## src/rtl/sw_logic_pkg.sv

```systemverilog
// rtl/sw_logic_pkg.sv - operation codes and bitwise operation helpers for sw_logic_unit
package sw_logic_pkg;

  typedef enum logic [1:0] {
    OP_AND  = 2'd0,
    OP_OR   = 2'd1,
    OP_XOR  = 2'd2,
    OP_NAND = 2'd3
  } op_t;

  // One result bit of the selected operation between operand bits a and b
  function automatic logic apply_op(op_t op, logic a, logic b);
    logic r;
    case (op)
      OP_AND:  r = a & b;
      OP_OR:   r = a | b;
      OP_XOR:  r = a ^ b;
      OP_NAND: r = ~(a & b);
      default: r = 1'b0;
    endcase
    return r;
  endfunction

  // Mode sequence wraps OP_NAND back to OP_AND
  function automatic op_t next_op(op_t op);
    return op_t'(op + 2'd1);
  endfunction

endpackage

```

## src/rtl/debounce.sv

```systemverilog
// rtl/debounce.sv - single-bit 2-flop synchroniser followed by a stability-count debouncer
module debounce #(
  parameter int DEBOUNCE_CYCLES = 250000
) (
  input  logic clk,
  input  logic rst_n,
  input  logic raw,
  output logic stable
);

  localparam int CW = $clog2(DEBOUNCE_CYCLES);
  localparam logic [CW-1:0] CNT_LAST = CW'(DEBOUNCE_CYCLES - 1);

  logic          sync_q1;
  logic          sync_q2;
  logic [CW-1:0] cnt;

  // Synchronise the raw input, then only accept a new level once it has differed from stable for DEBOUNCE_CYCLES cycles
  always_ff @(posedge clk) begin
    if (!rst_n) begin
      sync_q1 <= 1'b0;
      sync_q2 <= 1'b0;
      cnt     <= '0;
      stable  <= 1'b0;
    end else begin
      sync_q1 <= raw;
      sync_q2 <= sync_q1;
      if (sync_q2 == stable) begin
        cnt <= '0;
      end else if (cnt == CNT_LAST) begin
        stable <= sync_q2;
        cnt    <= '0;
      end else begin
        cnt <= cnt + 1'b1;
      end
    end
  end

endmodule

```

## src/rtl/sw_logic_unit.sv

```systemverilog
// rtl/sw_logic_unit.sv - debounced switch-half logic unit with button-stepped mode (optional MODE_AUTO_EN auto-step)
module sw_logic_unit
  import sw_logic_pkg::*;
#(
  parameter int NUM_SW          = 4,
  parameter int DEBOUNCE_CYCLES = 250000,
  parameter int AUTO_CYCLES     = 100000000
) (
  input  logic                clk,
  input  logic                rst_n,
  input  logic [NUM_SW-1:0]   SW,
  input  logic                BTN,
  output logic [NUM_SW/2-1:0] LED,
  output logic [1:0]          MODE,
  output logic                CHG
);

  localparam int H = NUM_SW / 2;

  logic [NUM_SW:0] raw_in;
  logic [NUM_SW:0] db;
  logic [H-1:0]    op_a;
  logic [H-1:0]    op_b;
  logic            btn_db;
  logic            btn_prev;
  logic            btn_step;
  logic            mode_step;
  op_t             mode_q;
  logic [H-1:0]    led_next;

  // Button rides as the top bit so every input shares one debouncer array
  assign raw_in = {BTN, SW};

  for (genvar i = 0; i <= NUM_SW; i++) begin : g_db
    debounce #(
      .DEBOUNCE_CYCLES(DEBOUNCE_CYCLES)
    ) u_db (
      .clk   (clk),
      .rst_n (rst_n),
      .raw   (raw_in[i]),
      .stable(db[i])
    );
  end

  assign op_a     = db[H-1:0];
  assign op_b     = db[NUM_SW-1:H];
  assign btn_db   = db[NUM_SW];
  assign btn_step = btn_db & ~btn_prev;

`ifdef MODE_AUTO_EN
  localparam int AW = $clog2(AUTO_CYCLES);
  localparam logic [AW-1:0] AUTO_LAST = AW'(AUTO_CYCLES - 1);

  logic [AW-1:0] auto_cnt;
  logic          auto_step;

  assign auto_step = (auto_cnt == AUTO_LAST);
  // Coinciding button and auto steps collapse into one advance
  assign mode_step = btn_step | auto_step;

  // Free-running period counter, restarted by any mode advance so a button press begins a fresh period
  always_ff @(posedge clk) begin
    if (!rst_n) begin
      auto_cnt <= '0;
    end else if (btn_step || auto_step) begin
      auto_cnt <= '0;
    end else begin
      auto_cnt <= auto_cnt + 1'b1;
    end
  end
`else
  localparam int unused_auto_cycles = AUTO_CYCLES;

  assign mode_step = btn_step;
`endif

  // Mode FSM: one step per debounced button rising edge, holding the button does not repeat
  always_ff @(posedge clk) begin
    if (!rst_n) begin
      mode_q   <= OP_AND;
      btn_prev <= 1'b0;
    end else begin
      btn_prev <= btn_db;
      if (mode_step) begin
        mode_q <= next_op(mode_q);
      end
    end
  end

  assign MODE = mode_q;

  // Bitwise operation of the lower and upper switch halves under the current mode
  always_comb begin
    led_next = '0;
    for (int i = 0; i < H; i++) begin
      led_next[i] = apply_op(mode_q, op_a[i], op_b[i]);
    end
  end

  // LED register and change pulse aligned with the cycle the new LED value appears
  always_ff @(posedge clk) begin
    if (!rst_n) begin
      LED <= '0;
      CHG <= 1'b0;
    end else begin
      LED <= led_next;
      CHG <= (led_next != LED);
    end
  end

endmodule

```

## config.mk

```make
export PLATFORM = sky130hd
export DESIGN_NAME = sw_logic_unit
export DESIGN_NICKNAME = d
export VERILOG_FILES = /design/src/rtl/sw_logic_pkg.sv /design/src/rtl/debounce.sv /design/src/rtl/sw_logic_unit.sv
export SDC_FILE = /design/constraint.sdc
export NUM_CORES = 1
export LEC_CHECK = 0
export ABC_CLOCK_PERIOD_IN_PS = 1950
export CELL_PAD_IN_SITES_DETAIL_PLACEMENT = 0
export CELL_PAD_IN_SITES_GLOBAL_PLACEMENT = 2
export CORE_MARGIN = 4
export CORE_UTILIZATION = 35
export CTS_BUF_LIST = sky130_fd_sc_hd__clkbuf_2 sky130_fd_sc_hd__clkbuf_4 sky130_fd_sc_hd__clkbuf_8
export DETAILED_ROUTE_END_ITERATION = 16
export HOLD_SLACK_MARGIN = 0.15
export PLACE_DENSITY = 0.81
export SLEW_MARGIN = 20
export SYNTH_ARGS = -nofsm -noshare
export SYNTH_HDL_FRONTEND = slang
export SYNTH_HIERARCHICAL = 1
export SYNTH_SLANG_ARGS = --single-unit
```

## constraint.sdc

```tcl
create_clock -name clk -period 1.95 [get_ports clk]
set_input_delay 0.195 -clock clk [delete_from_list [all_inputs] [get_ports clk]]
set_output_delay 0.195 -clock clk [all_outputs]
set_load 0.005 [all_outputs]
```

==> flow_summary.json <==
{
  "outcome": "complete, no violations",
  "synth_cell_types": 31,
  "clk_pin_slew_worst_paths_ns": 0.11,
  "crit_path_top_delay_cell": "dfxtp_1",
  "clkSinkCount": 111,
  "hold_violations": 0,
  "cpPeakStageDelay_ns": 0.48,
  "cts_buffers": 9,
  "syn_nets": 578,
  "synth_seq_cells": 111,
  "place_area_sq_mm": 0.00541,
  "grt_first_pass_wirelength_mm": 16.4,
  "core_sq_mm": 0.0140,
  "die_area_sq_mm": 0.0165,
  "timing.final.crit_share": 0.857,
  "cp-end-kind": "register",
  "worst_slack_ns": 0.280,
  "final_layout_size_suffix_gt1_frac": 0.0789,
  "cts_tree": "built",
  "fp.dieW_um": 128,
  "cts_setup_buffers": 0,
  "via_per_inst": 4.85,
  "cts_hold_buf": 0,
  "slew_viol_final": 0,
  "design_area_sq_mm": 0.00560,
  "yosys.area_share.simple": 0.305,
  "cp.required_ns": 2.28,
  "drc": 0,
  "avgSynthCellArea_sq_um": 9.09,
  "finalSetupTns_ns": 0,
  "final_common_cell": "dfxtp_1",
  "initial_utilization": 0.361,
  "placedCellCount": 747,
  "path_cells": "nand4_4, or3_1, or4_1, a21oi_1",
  "globalRoute.totalOverflow": 0,
  "fin_crit_ns": 1.67,
  "worstPathArrival_ns": 2.00,
  "drt_first_iter_violations": 151,
  "highest_layer": "met4",
  "wl_met3_um": 236,
  "grt_pass1_vias": 3551,
  "grt.total_usage": 0.122,
  "synthXorXnorAreaFrac": 0.143,
  "ctsHtreeMaxLevel": 3,
  "yosys_warnings": 6,
  "start_kind": "register",
  "fmax_ghz": 0.599,
  "routabilityCongestion": 0.780,
  "diodes": 0,
  "area_growth_pct": 10.4,
  "yosys-mux-area-fraction": 0,
  "drt_pass1_iterations": 4,
  "rsz0062_at_grt": "false",
  "io_buffer_count": 11,
  "worst-slew-pin-transition_ns": 0.362,
  "p_per_area_mw_per_mm2": 657,
  "cts-root-buf": "clkbuf_8",
  "critPathMaxFanout": 7,
  "hold_slack_ns": 0.374,
  "cts_max_path_buffers": 2,
  "syn_area_sq_mm": 0.00507,
  "yosysSeqAreaShare": 0.438,
  "pre_cts_ws_ns": 0.277,
  "met1_length_mm": 4.48,
  "synth_fa_ha_area_frac": 0.0321,
  "relSlewSlack": 0.755,
  "clock_latency_ns": 0.38,
  "cp_top_family": "simple AND/OR/NAND/NOR gates",
  "setup_violations": 0,
  "synth_cells": 558,
  "ir_worst_vdd_uv": 312,
  "rows": 43,
  "num_vias": 3697,
  "leakagePower_nw": 1.68,
  "fin_skew_ns": 0.0106,
  "io_pins": 12,
  "crit_type": "register to register",
  "grt_max_degree": 20,
  "critPathBufInv": 0,
  "routed_wl_mm": 9.14,
  "wl_met2_mm": 4.23,
  "layout_common_cells": "dfxtp_1 (111), nor2_1 (99), xnor2_1 (72)",
  "drv_cap": 0,
  "antenna_left": 0,
  "synth_top_family_by_area": "simple AND/OR/NAND/NOR gates",
  "synth_compound_area_frac": 0.0459,
  "wl_per_cell_um": 12.0,
  "hp-class": "primary input to register",
  "dieHeight_um": 128,
  "antenna_found_initial": 0,
  "nets": 598,
  "fin_cells": 763,
  "postCtsResizedCells": 0,
  "dp_hpwl_mm": 6.34
}
[flip-flops by register name (all words and copies together), names as in the netlist]
name               flops
CHG                    1
LED                    2
MODE                   2
btn_prev               1
g_db.u_db/cnt         90
g_db.u_db/stable       5
g_db.u_db/sync_q1      5
g_db.u_db/sync_q2      5
[synthesized netlist by cell type, drive strengths merged]
master / n / area share
o21a: 10 / 0.015
o31ai: 5 / 0.0074
nor4: 30 / 0.037
or3: 5 / 0.0062
nor4b: 10 / 0.017
o41ai: 1 / 0.0054
xnor2: 72 / 0.12
nand2: 20 / 0.017
ha: 13 / 0.032
dfxtp: 111 / 0.44
nor2: 99 / 0.073
buf: 5 / 0.0074
nand4b: 5 / 0.0086
xor2: 11 / 0.019
nor2b: 3 / 0.0037
nand2b: 3 / 0.0037
nor3: 25 / 0.025
nand4: 25 / 0.052
and2: 18 / 0.023
a21oi: 8 / 0.0079
clkbuf: 5 / 0.0037
inv: 33 / 0.024
or4: 5 / 0.0074
nor3b: 5 / 0.0074
a32oi: 1 / 0.0017
o21ai: 5 / 0.0086
nand3: 25 / 0.025
[cell type report]
class | instances | area (sq um)
flip-flops and latches | 111 | 2220
clock buffers | 10 | 138
repair buffers | 19 | 170
clock inverters | 6 | 51.3
well taps | 180 | 225
fillers | 1394 | 8440
inverters | 33 | 124
multi-input cells | 404 | 2670
[final timing paths]
| check | from | slack [ns] | endpoint | depth (start not counted) |
|---|---|---|---|---|
| worst max-delay path | g_db[4].u_db/cnt[2] | 0.28 | g_db[4].u_db/cnt[17] | 4 |
| worst min-delay path | BTN | 0.37 | g_db[4].u_db/sync_q1 | 2 |
| worst max register to register | g_db[4].u_db/cnt[2] | 0.28 | g_db[4].u_db/cnt[17] | 4 |
| worst min register to register | g_db[1].u_db/sync_q1 | 0.44 | g_db[1].u_db/sync_q2 | 1 |
[power breakdown]
| part | switching, W | internal (W) | leakage (nW) |
|---|---|---|---|
| registers | 0.00000809 | 0.00228 | 0.896 |
| clock network | 0.000820 | 0.000515 | 0.0870 |
| logic | 0.0000306 | 0.0000278 | 0.697 |
[layer usage]
metal / vias to the layer above / track usage
met1: 1695 / 0.153
met4: 0 / 0.0568
met2: 26 / 0.195
met3: 14 / 0.0324
met5: - / 0
li1: 1962 / -
[metrics by stage]
step | utilization | power [W]
floorplan | - | 0.00237
global placement | 0.386 | 0.00240
detailed placement | 0.386 | 0.00240
CTS | 0.399 | 0.00376
global route | 0.399 | 0.00384
finish | 0.399 | 0.00368
[worst reg2reg max path, stage by stage, from the launching register on]
cell and delay (ns):
dfxtp_1 0.48, nand4_4 0.20, or3_1 0.40, or4_1 0.40
a21oi_1 0.14
[kinds of logic after synthesis]
| family | count (synthesis) |
|---|---|
| simple gates | 278 |
| flops | 111 |
| compound gates | 30 |
| buf+inv | 43 |
| fa+ha+maj | 13 |
| xor+xnor | 83 |
Power figures use the tool's default switching activity.
